--- config.mk ---
export PLATFORM = sky130hd
export DESIGN_NAME = dense_readout_flat
export DESIGN_NICKNAME = d
export VERILOG_FILES = /design/src/rtl/dense_readout_pkg.sv /design/src/rtl/dense_readout_if.sv /design/src/rtl/dense_readout_fx_sat_shift.sv /design/src/rtl/dense_readout.sv /design/src/flat_wrapper.sv
export SDC_FILE = /design/constraint.sdc
export NUM_CORES = 1
export LEC_CHECK = 0
export ABC_AREA = 1
export CAP_MARGIN = 30
export CORE_MARGIN = 5
export CORE_UTILIZATION = 31
export CTS_BUF_LIST = sky130_fd_sc_hd__clkbuf_16
export CTS_CLUSTER_DIAMETER = 40
export CTS_CLUSTER_SIZE = 30
export DETAILED_ROUTE_END_ITERATION = 10
export PLACE_DENSITY = 0.44
export SYNTH_ARGS = -nofsm -noshare
export SYNTH_HDL_FRONTEND = slang
export SYNTH_HIERARCHICAL = 1
export SYNTH_SLANG_ARGS = --single-unit
--- constraint.sdc ---
create_clock -name clk -period 9.75 [get_ports clk]
set_input_delay 1.95 -clock clk [delete_from_list [all_inputs] [get_ports clk]]
set_output_delay 1.95 -clock clk [all_outputs]
set_load 0.05 [all_outputs]
--- src/rtl/dense_readout_pkg.sv ---
// Shared constants, state encoding and Q-format limits for the dense readout layer.
// Optional argmax output is enabled with DENSE_READOUT_ARGMAX_EN.
package dense_readout_pkg;

  // Geometry of the layer-2 pooled feature map this block reads
  localparam int unsigned POOL_H    = 13;
  localparam int unsigned POOL_W    = 13;
  localparam int unsigned POOL_C    = 8;
  localparam int unsigned POOL_N    = POOL_H * POOL_W * POOL_C;

  localparam int unsigned N_OUT_DEF = 10;
  localparam int unsigned FRAC_BITS = 8;
  localparam int unsigned ACC_W_DEF = 40;
  localparam int unsigned Q_W       = 16;
  localparam int unsigned PROD_W    = 2 * Q_W;

  localparam int unsigned INP_AW    = 11;
  localparam int unsigned W_AW      = 14;
  localparam int unsigned B_AW      = 4;
  localparam int unsigned O_AW      = 4;

  localparam logic signed [Q_W-1:0] Q_MAX = 16'sh7FFF;
  localparam logic signed [Q_W-1:0] Q_MIN = 16'sh8000;

  // Narrowest accumulator that cannot wrap over n_in full-scale products
  function automatic int unsigned acc_w_min(input int unsigned n_in);
    return PROD_W + $clog2(n_in);
  endfunction

  function automatic int unsigned acc_w_fit(input int unsigned acc_w, input int unsigned n_in);
    return (acc_w >= acc_w_min(n_in)) ? acc_w : acc_w_min(n_in);
  endfunction

  typedef enum logic [3:0] {
    S_IDLE     = 4'd0,
    S_CLR      = 4'd1,
    S_SET_ADDR = 4'd2,
    S_BUF      = 4'd3,
    S_MAC      = 4'd4,
    S_BSET     = 4'd5,
    S_BBUF     = 4'd6,
    S_WRITE    = 4'd7,
    S_NEXT     = 4'd8,
    S_DONE     = 4'd9
  } state_e;

endpackage

--- src/rtl/dense_readout_if.sv ---
// Layer handshake plus feature/weight/bias read ports and logit write port.
// pred/pred_valid exist only when DENSE_READOUT_ARGMAX_EN is defined.
interface dense_readout_if;
  import dense_readout_pkg::*;

  logic              valid;
  logic              ready;
  logic              done;
  logic [INP_AW-1:0] inp_addr;
  logic [Q_W-1:0]    inp_data;
  logic [W_AW-1:0]   w_addr;
  logic [Q_W-1:0]    w_data;
  logic [B_AW-1:0]   b_addr;
  logic [Q_W-1:0]    b_data;
  logic [O_AW-1:0]   out_addr;
  logic [Q_W-1:0]    out_data;
  logic              out_we;
`ifdef DENSE_READOUT_ARGMAX_EN
  logic [O_AW-1:0]   pred;
  logic              pred_valid;

  modport master (
    input  valid, inp_data, w_data, b_data,
    output ready, done, inp_addr, w_addr, b_addr, out_addr, out_data, out_we,
    output pred, pred_valid
  );
  modport slave (
    output valid, inp_data, w_data, b_data,
    input  ready, done, inp_addr, w_addr, b_addr, out_addr, out_data, out_we,
    input  pred, pred_valid
  );
`else
  modport master (
    input  valid, inp_data, w_data, b_data,
    output ready, done, inp_addr, w_addr, b_addr, out_addr, out_data, out_we
  );
  modport slave (
    output valid, inp_data, w_data, b_data,
    input  ready, done, inp_addr, w_addr, b_addr, out_addr, out_data, out_we
  );
`endif

endinterface

--- src/rtl/dense_readout_fx_sat_shift.sv ---
// Floor (arithmetic) right shift by SHIFT followed by saturation to signed 16-bit Q-format.
// Shared by the dense readout WRITE path; independent of DENSE_READOUT_ARGMAX_EN.
module fx_sat_shift
  import dense_readout_pkg::*;
#(
  parameter int unsigned IN_W  = 41,
  parameter int unsigned SHIFT = FRAC_BITS
) (
  input  logic signed [IN_W-1:0] din,
  output logic signed [Q_W-1:0]  dout_c
);

  logic signed [IN_W-1:0] shr_c;

  assign shr_c = din >>> SHIFT;

  always_comb begin
    if (shr_c > IN_W'(Q_MAX)) begin
      dout_c = Q_MAX;
    end else if (shr_c < IN_W'(Q_MIN)) begin
      dout_c = Q_MIN;
    end else begin
      dout_c = shr_c[Q_W-1:0];
    end
  end

endmodule

--- src/rtl/dense_readout.sv ---
// Fully-connected readout: N_OUT dot products of N_IN activations plus bias, written as 16-bit logits.
// Define DENSE_READOUT_ARGMAX_EN to add the pred/pred_valid argmax outputs.
module dense_readout
  import dense_readout_pkg::*;
#(
  parameter int unsigned N_IN  = POOL_N,
  parameter int unsigned N_OUT = N_OUT_DEF,
  parameter int unsigned ACC_W = ACC_W_DEF
) (
  input  logic            clk,
  input  logic            reset,
  dense_readout_if.master bus
);

  // Accumulator widened when ACC_W cannot hold N_IN full-scale products
  localparam int unsigned AW    = acc_w_fit(ACC_W, N_IN);
  localparam int unsigned SUM_W = AW + 1;

  state_e                   state_q, state_d;
  logic [INP_AW-1:0]        i_q, i_d;
  logic [O_AW-1:0]          n_q, n_d;
  logic signed [AW-1:0]     acc_q, acc_d;
  logic                     ready_q, ready_d;
  logic                     done_q, done_d;
  logic                     out_we_q, out_we_d;
  logic [INP_AW-1:0]        inp_addr_q, inp_addr_d;
  logic [W_AW-1:0]          w_addr_q, w_addr_d;
  logic [B_AW-1:0]          b_addr_q, b_addr_d;
  logic [O_AW-1:0]          out_addr_q, out_addr_d;
  logic signed [Q_W-1:0]    out_data_q, out_data_d;
  logic signed [PROD_W-1:0] prod_c;
  logic signed [SUM_W-1:0]  sum_c;
  logic signed [Q_W-1:0]    logit_c;
`ifdef DENSE_READOUT_ARGMAX_EN
  logic signed [Q_W-1:0]    max_q, max_d;
  logic [O_AW-1:0]          arg_q, arg_d;
  logic [O_AW-1:0]          pred_q, pred_d;
  logic                     pred_valid_q, pred_valid_d;
`endif

  assign prod_c = PROD_W'($signed(bus.inp_data)) * PROD_W'($signed(bus.w_data));
  assign sum_c  = SUM_W'(acc_q) + (SUM_W'($signed(bus.b_data)) <<< FRAC_BITS);

  fx_sat_shift #(
    .IN_W  (SUM_W),
    .SHIFT (FRAC_BITS)
  ) u_sat (
    .din    (sum_c),
    .dout_c (logit_c)
  );

  // Next-state and registered-output computation
  always_comb begin
    state_d    = state_q;
    i_d        = i_q;
    n_d        = n_q;
    acc_d      = acc_q;
    ready_d    = ready_q;
    done_d     = done_q;
    out_we_d   = out_we_q;
    inp_addr_d = inp_addr_q;
    w_addr_d   = w_addr_q;
    b_addr_d   = b_addr_q;
    out_addr_d = out_addr_q;
    out_data_d = out_data_q;
`ifdef DENSE_READOUT_ARGMAX_EN
    max_d        = max_q;
    arg_d        = arg_q;
    pred_d       = pred_q;
    pred_valid_d = pred_valid_q;
`endif
    unique case (state_q)
      S_IDLE: begin
        ready_d = 1'b1;
        if (bus.valid) begin
          ready_d = 1'b0;
          n_d     = '0;
          state_d = S_CLR;
        end
      end
      S_CLR: begin
        acc_d   = '0;
        i_d     = '0;
        state_d = S_SET_ADDR;
      end
      S_SET_ADDR: begin
        inp_addr_d = i_q;
        w_addr_d   = W_AW'(32'(n_q) * N_IN + 32'(i_q));
        state_d    = S_BUF;
      end
      S_BUF: state_d = S_MAC;
      S_MAC: begin
        acc_d = acc_q + AW'(prod_c);
        if (i_q == INP_AW'(N_IN - 1)) begin
          state_d = S_BSET;
        end else begin
          i_d     = i_q + INP_AW'(1);
          state_d = S_SET_ADDR;
        end
      end
      S_BSET: begin
        b_addr_d = B_AW'(n_q);
        state_d  = S_BBUF;
      end
      S_BBUF: state_d = S_WRITE;
      S_WRITE: begin
        out_data_d = logit_c;
        out_addr_d = n_q;
        out_we_d   = 1'b1;
        state_d    = S_NEXT;
`ifdef DENSE_READOUT_ARGMAX_EN
        // Strict compare keeps the lowest index on ties
        if (n_q == '0 || logit_c > max_q) begin
          max_d = logit_c;
          arg_d = n_q;
        end
`endif
      end
      S_NEXT: begin
        out_we_d = 1'b0;
        if (n_q == O_AW'(N_OUT - 1)) begin
          state_d = S_DONE;
`ifdef DENSE_READOUT_ARGMAX_EN
          pred_d       = arg_q;
          pred_valid_d = 1'b1;
`endif
        end else begin
          n_d     = n_q + O_AW'(1);
          state_d = S_CLR;
        end
      end
      S_DONE: done_d = 1'b1;
      default: state_d = S_IDLE;
    endcase
  end

  always_ff @(posedge clk) begin
    if (!reset) begin
      state_q    <= S_IDLE;
      i_q        <= '0;
      n_q        <= '0;
      acc_q      <= '0;
      ready_q    <= 1'b0;
      done_q     <= 1'b0;
      out_we_q   <= 1'b0;
      inp_addr_q <= '0;
      w_addr_q   <= '0;
      b_addr_q   <= '0;
      out_addr_q <= '0;
      out_data_q <= '0;
`ifdef DENSE_READOUT_ARGMAX_EN
      max_q        <= '0;
      arg_q        <= '0;
      pred_q       <= '0;
      pred_valid_q <= 1'b0;
`endif
    end else begin
      state_q    <= state_d;
      i_q        <= i_d;
      n_q        <= n_d;
      acc_q      <= acc_d;
      ready_q    <= ready_d;
      done_q     <= done_d;
      out_we_q   <= out_we_d;
      inp_addr_q <= inp_addr_d;
      w_addr_q   <= w_addr_d;
      b_addr_q   <= b_addr_d;
      out_addr_q <= out_addr_d;
      out_data_q <= out_data_d;
`ifdef DENSE_READOUT_ARGMAX_EN
      max_q        <= max_d;
      arg_q        <= arg_d;
      pred_q       <= pred_d;
      pred_valid_q <= pred_valid_d;
`endif
    end
  end

  assign bus.ready    = ready_q;
  assign bus.done     = done_q;
  assign bus.inp_addr = inp_addr_q;
  assign bus.w_addr   = w_addr_q;
  assign bus.b_addr   = b_addr_q;
  assign bus.out_addr = out_addr_q;
  assign bus.out_data = out_data_q;
  assign bus.out_we   = out_we_q;
`ifdef DENSE_READOUT_ARGMAX_EN
  assign bus.pred       = pred_q;
  assign bus.pred_valid = pred_valid_q;
`endif

endmodule

--- src/flat_wrapper.sv ---
// flat-port wrapper written by rule: the top's interface ports become plain ports
module dense_readout_flat import dense_readout_pkg::*;
#(
  parameter int unsigned N_IN  = POOL_N,
  parameter int unsigned N_OUT = N_OUT_DEF,
  parameter int unsigned ACC_W = ACC_W_DEF
)
  (clk, reset, bus_valid, bus_inp_data, bus_w_data, bus_b_data, bus_ready, bus_done, bus_inp_addr, bus_w_addr, bus_b_addr, bus_out_addr, bus_out_data, bus_out_we);
  dense_readout_if bus_i ();
  input  logic clk;
  input  logic reset;
  input wire logic [$bits(bus_i.valid)-1:0] bus_valid;
  input wire logic [$bits(bus_i.inp_data)-1:0] bus_inp_data;
  input wire logic [$bits(bus_i.w_data)-1:0] bus_w_data;
  input wire logic [$bits(bus_i.b_data)-1:0] bus_b_data;
  output wire logic [$bits(bus_i.ready)-1:0] bus_ready;
  output wire logic [$bits(bus_i.done)-1:0] bus_done;
  output wire logic [$bits(bus_i.inp_addr)-1:0] bus_inp_addr;
  output wire logic [$bits(bus_i.w_addr)-1:0] bus_w_addr;
  output wire logic [$bits(bus_i.b_addr)-1:0] bus_b_addr;
  output wire logic [$bits(bus_i.out_addr)-1:0] bus_out_addr;
  output wire logic [$bits(bus_i.out_data)-1:0] bus_out_data;
  output wire logic [$bits(bus_i.out_we)-1:0] bus_out_we;
  assign bus_i.valid = bus_valid;
  assign bus_i.inp_data = bus_inp_data;
  assign bus_i.w_data = bus_w_data;
  assign bus_i.b_data = bus_b_data;
  assign bus_ready = bus_i.ready;
  assign bus_done = bus_i.done;
  assign bus_inp_addr = bus_i.inp_addr;
  assign bus_w_addr = bus_i.w_addr;
  assign bus_b_addr = bus_i.b_addr;
  assign bus_out_addr = bus_i.out_addr;
  assign bus_out_data = bus_i.out_data;
  assign bus_out_we = bus_i.out_we;
  dense_readout #(.N_IN(N_IN), .N_OUT(N_OUT), .ACC_W(ACC_W)) u_core (.clk(clk), .reset(reset), .bus(bus_i));
endmodule
# Word-level counts from Yosys, hierarchy flattened
# Index checks and enable logic that the tools add are counted.
[totals]
reg_bits = 114
wordCells = 57
[classes]
n_addsub = 5
multipliers = 2
order_cmp = 2
eq_ne = 14
n_mux = 14
bitwise_logic = 1
n_reduce_logical = 7
[op_table]
columns = ["operator", "count"]
rows = [
  ["$pmux 43 s2", 1],
  ["$add 43x24->44", 1],
  ["$add 43x32->43", 1],
  ["$pmux 4 s10", 1],
  ["$gt 36x16->1 const B", 1],
  ["$lt 36x16->1 const B", 1],
  ["$mul 16x16->32", 1],
  ["$mux 16", 2],
  ["$pmux 11 s2", 1],
  ["$eq 4x3->1 const B", 4],
  ["$mux 4", 4],
  ["$add 14x11->14", 1],
  ["$eq 4x4->1 const B", 3],
  ["$add 11x1->11 const B", 1],
  ["$eq 11x11->1 const B", 1],
  ["$mul 4x8->11 const B", 1],
  ["$mux 11", 1],
  ["$eq 4x2->1 const B", 2],
  ["$pmux 4 s2", 1],
  ["$ne 2x2->1 const B", 3],
  ["$reduce_bool 2->1", 3],
  ["$add 4x1->4 const B", 1],
  ["$eq 4x1->1 const B", 1],
  ["$logic_not 4->1", 1],
  ["6 further kinds", 7],
]

# Logic depth before layout (Yosys ltp)
[depth]
ltp_word = 4
depth_mapped = 30

# Cells and area by module
# The synthesis kept the hierarchy.
[by_module_without_submodules]
columns = ["mod", "instances", "cells_each", "area_each_um2", "seq_area_each_um2"]
rows = [
  ["dense_readout", 1, 2980, 21301.7, 2222.1],
  ["fx_sat_shift", 1, 70, 312.8, 0.0],
]

# Least setup slack after synthesis
# OpenSTA, ideal clock, no wires.
[synth_timing]
path_kind = "input to register"
startpoint = "input port bus_inp_data[15]"
endpoint = "register u_core.acc_q[42]"
arrival_ps = 7569
setup_slack_ps = 2049
cell_stages = 23
path_buffers = 1
cell_sequence = "clkbuf_1 nand2_1 inv_1 fa_1 inv_1 fa_1 fa_1 fa_1 inv_1 fa_1 inv_1 fa_1 inv_1 ha_1 nand2_1 nor3_1 nand2_1 nor2_1 nand3_1 nand3_1 nand2_1 nand3_1 a21oi_1"
[synth_via]
elab_chain_len = 3
[synth_lines]
columns = ["item", "line_no", "source"]
rows = [
  ["from (decl)", "flat_wrapper.sv:13", "input wire logic [$bits(bus_i.inp_data)-1:0] bus_inp_data;"],
  ["$mul 16x16->32", "dense_readout.sv:41", "assign prod_c = PROD_W'($signed(bus.inp_data)) * PROD_W'($signed(bus.w_data));"],
  ["$add 43x32->43", "dense_readout.sv:93", "acc_d = acc_q + AW'(prod_c);"],
  ["$pmux 43 s2", "dense_readout.sv:72", "unique case (state_q)"],
  ["to (signal assigned)", "dense_readout.sv:142", "acc_q <= '0;"],
  ["to (signal assigned)", "dense_readout.sv:161", "acc_q <= acc_d;"],
  ["to (decl)", "dense_readout.sv:22", "logic signed [AW-1:0] acc_q, acc_d;"],
]
# Every way passes these cells.
# A chain may end at the register's enable or synchronous reset.

# Final worst setup path
[layout_timing]
startpoint = "input port bus_w_data[3]"
endpoint = "register u_core.acc_q[39]"
[layout_via]
elab_chain_len = 3
[layout_lines]
columns = ["item", "line_no", "source"]
rows = [
  ["from (decl)", "flat_wrapper.sv:14", "input wire logic [$bits(bus_i.w_data)-1:0] bus_w_data;"],
  ["$mul 16x16->32", "dense_readout.sv:41", ""],
  ["$add 43x32->43", "dense_readout.sv:93", ""],
  ["$pmux 43 s2", "dense_readout.sv:72", ""],
]
# Every way passes these cells.

==> summary by stage <==
Worst setup path
Counting stages on the worst path, the most repeated cell is sky130_fd_sc_hd__fa_1. The data arrival time of the critical path is 8.73 ns. Of all nets on the critical path, the largest fanout is 16. The worst setup path is launched from a primary input. The data required time at the worst endpoint is 10.00 ns. The worst reg2reg path depth is 18. For this design, the slowest cell found on the critical path is sky130_fd_sc_hd__fa_1. The biggest cell delay along the critical path is 0.89 ns.

The origin of the worst setup path is bus_w_data[3]. The number of buffers and inverters on the critical path is 6. The register-to-register path setup slack is 4.55 ns. Among cell families on the critical path, the largest total delay comes from adder cells. The worst register-to-register path begins at u_core/acc_q[15]$_SDFFE_PN0P_. The kind of capture point of the worst setup path is a flop. Traced cell by cell, the critical path runs through clkdlybuf4s50_1 > nand2_1 > inv_1 > fa_1 > inv_1 > fa_1 > fa_1 > fa_1 > inv_1 > fa_1 > inv_1 > fa_1 > inv_1 > ha_1 > nand2_1 > nor2_1 > nand2_1 > nor2_1 > nand3_1 > nand3_1 > nand2_1 > nand3_1 > a21oi_1. The worst setup path is of the in2reg kind. The critical register-to-register path endpoint is u_core/acc_q[26]$_SDFFE_PN0P_.

CTS
For the worst-skew pair, the clock arrives at the later sink with an insertion delay of 0.38 ns. The total CTS buffers is 9. The TritonCTS sink count is 111. The number of buffers on the longest clock path is 2. The clock transition at the register clock pins on the worst setup and hold paths after CTS is 0.09 ns.

In this run the number of H-tree levels came out at 3. The number of setup buffers added after CTS is 0. The clock root buffer master is sky130_fd_sc_hd__clkbuf_16. TritonCTS built the clock tree. The quantity of hold-fixing buffers added after cts is 0. Post-CTS repair changed the size of 0 cells.

Routing
In the final routed layout, each cell accounts on average for 16.58 um. Dividing the detail-routed via count by the number of cells gives 4.551. Once detail routing completed, the nets flagged for antenna violations numbered 0. Across all layers, the routed design uses 18360 vias. The number of detailed-routing iterations run before antenna repair is 5. After detailed routing, the number of remaining DRC violations is 0. The final wirelength is 66850 um.

The first routing iteration left 951 violations.

Synthesis
The compound-gate portion of the synthesized area came to 0.07780. Counting distinct cell types in the post-synthesis netlist gives 46. Ranked by instance count, the synthesized netlist is headed by sky130_fd_sc_hd__nand2_1 (775), sky130_fd_sc_hd__inv_1 (762), sky130_fd_sc_hd__fa_1 (345). The synthesized-area fraction occupied by adder cells is 0.4208. In this run the mean area of a mapped cell was 7.087 um2.

In the synthesized netlist, the number of instances is 3050. Of the post-synthesis cell area, the part taken by muxes is 0. For this run, the number of Yosys warnings is 6. The top cell type by total area after synthesis is sky130_fd_sc_hd__fa_1. The simple-gate area share of the yosys netlist is 0.2272. In the synthesized netlist the async set-or-reset flop fraction comes to 0. The fraction of the yosys area taken by sequential cells is 0.1028. After synthesis the netlist holds a flip-flop and latch count of 111. Of the total synthesized cell area, the portion taken by XOR and XNOR cells is 0.01904.

The net count of the mapped netlist is 3621. The fraction of post-synthesis cell area in the top cell type by area is 0.3195. The largest family of logic cells by synthesized area is adder cells. The cell area that synthesis handed to floorplanning was 21610 um2. The most used flip-flop cell after synthesis is sky130_fd_sc_hd__dfxtp_1.

Yosys mapped a number of flops with a built-in enable equal to 0. After synthesis, the cell types taking the most area are sky130_fd_sc_hd__fa_1 (32%), sky130_fd_sc_hd__nand2_1 (13%), sky130_fd_sc_hd__inv_1 (13%). The most common cell in the netlist is sky130_fd_sc_hd__nand2_1.

GRT
In the global route stage, overall resource usage came out at 0.1826. The number of global-route vias before repair is 19540. The first-pass GRT wire length is 109300 um. The pin count of the biggest net entering global routing is 48. The initial antenna violation count is 4. For this run the aggregate overflow at the end of global routing stands at 0.

Final layout
In the final design database the tool counted 3667 nets. Compared with the post-synthesis result, the final layout area differs by 10.76%. Counting the fill cells in the layout gives 7476.

Of the cells placed in the final design, the portion with a size suffix greater than 1 is 0.02902. In the final layout, flip-flops and latches occupy 2222 um2. The multi-input combinational cell area is 16100 um2.

Placement
The pre-CTS setup slack is 0.8204 ns. The congestion estimate from routability-driven global placement came to 0.8962. Summed over all nets, the half-perimeter wirelength after detailed placement is 57930 um. Buffers placed on the I/O ports in this run total 102.

STA
Setup repair after global routing left no endpoint under its margin. The measured slew at the worst slew-check pin is 0.9010 ns. The hold violation total from the final report is 0. The worst-case headroom to the max-slew limit is 0.3975. The worst setup slack after layout is 1.271 ns. The max-slew violation count is 0. The setup clock skew after layout is 0.01289 ns. Dividing the final minimum period by the clock period gives 0.8697.

For this run, the top clock speed supported by timing is 117.9 MHz. The sum of negative setup slack is 0 ns. Setup violations remaining at the end of the flow were counted as 0. Subtracting the final worst setup slack from the clock period gives 8.479 ns.

Floorplan
The die is 274.1 um wide. The area enclosed by the die boundary is 75110 um2. 103 I/O pins were placed. In this run the vertical extent of the chip is 274.1 um. The placeable core region is 68830 um2. The standard-cell row count is 96.

The initial utilization of the core area, before any placement, comes to 0.3140.

Worst hold path
The tightest min-delay check is of the reg2reg type. Along the worst hold path, the cell count comes to 2. The startpoint of the tightest hold check path is u_core/acc_q[0]$_SDFFE_PN0P_. The sink of the worst hold path is u_core/acc_q[0]$_SDFFE_PN0P_.

Run
The max capacitance violation total is 0.

Run status
The run finished with clean final reports.
-- cell type report --
class	instances	share of cell area
flip-flops and latches	111	0.09282
clock inverters	7	0.004181
clock buffers	9	0.009407
well taps	931	0.04866
inverters	775	0.1215
repair buffers	128	0.05080
diodes	1	0.0001045
multi-input cells	2071	0.6725
-- tightest hold or removal path, cell delays in order (launching register included) --
cell,delay (ns)
sky130_fd_sc_hd__dfxtp_1,0.33
sky130_fd_sc_hd__nand2_1,0.06
sky130_fd_sc_hd__a21oi_1,0.05
-- state kept, by name, indices dropped and copies added, names as in the netlist --
signal and count:
u_core/bus.out_addr 4, u_core/bus.out_data 16, u_core/bus.out_we 1, u_core/bus.b_addr 4, u_core/bus.done 1, u_core/bus.inp_addr 11, u_core/n_q 4, u_core/bus.w_addr 11
u_core/i_q 11, u_core/acc_q 43, u_core/state_q 4, u_core/bus.ready 1
-- layout by cell type, fill, tap and decap left out, types with 88 or more instances in the layout --
| cell type | netlist | routed |
|---|---|---|
| sky130_fd_sc_hd__a21oi_1 | 162 | 162 |
| sky130_fd_sc_hd__nand2_1 | 775 | 775 |
| sky130_fd_sc_hd__clkdlybuf4s50_1 | 0 | 102 |
| sky130_fd_sc_hd__inv_1 | 762 | 762 |
| sky130_fd_sc_hd__ha_1 | 175 | 175 |
| sky130_fd_sc_hd__dfxtp_1 | 111 | 111 |
| sky130_fd_sc_hd__nand3_1 | 97 | 97 |
| sky130_fd_sc_hd__nor2_1 | 232 | 232 |
| sky130_fd_sc_hd__fa_1 | 345 | 345 |
| sky130_fd_sc_hd__o21ai_0 | 88 | 88 |
-- logic make-up (layout without fill, tap and decap cells) --
logic type,count (synthesis),count (layout)
AO/OA/AOI/OAI,309,309
XOR/XNOR,47,47
adder cells (fa/ha/maj),520,520
buffers and inverters,868,919
flip-flops,111,111
other,0,1
AND/OR/NAND/NOR,1195,1195
-- through the flow --
| step | utilization | instances | area, um2 | hold WS [ns] |
|---|---|---|---|---|
| floorplan | - | 3050 | 21610 | 0.4453 |
| global placement | 0.3431 | 4016 | 23610 | 0.4575 |
| detailed placement | 0.3431 | 4016 | 23610 | 0.4642 |
| CTS | 0.3478 | 4032 | 23940 | 0.4785 |
| global route | 0.3478 | 4032 | 23940 | 0.4932 |
| finish | 0.3478 | 4033 | 23940 | 0.4791 |
-- worst max path at each step --
stage / to / slack, ns / cells after the start
after floorplan: u_core/acc_q[42]$_SDFFE_PN0P_ / 2.05 / 23
after global placement: u_core/acc_q[42]$_SDFFE_PN0P_ / 0.80 / 23
after detailed placement: u_core/acc_q[39]$_SDFFE_PN0P_ / 0.82 / 23
after CTS: u_core/acc_q[39]$_SDFFE_PN0P_ / 1.19 / 23
after global routing: u_core/acc_q[39]$_SDFFE_PN0P_ / 0.74 / 23
final: u_core/acc_q[39]$_SDFFE_PN0P_ / 1.27 / 23
-- routing by layer --
layer	track usage	wire, um	share of wire	up-vias
met4	0.03491	1093	0.016	6
met3	0.01549	1717	0.026	66
li1	-	-	-	9143
met1	0.2592	32710	0.49	8887
met2	0.3072	31290	0.47	254
met5	0	46	0.00069	-
Power is left out: the tool's default activity adds up to more than one toggle a clock period on the data nets, which glitch-free logic cannot reach.
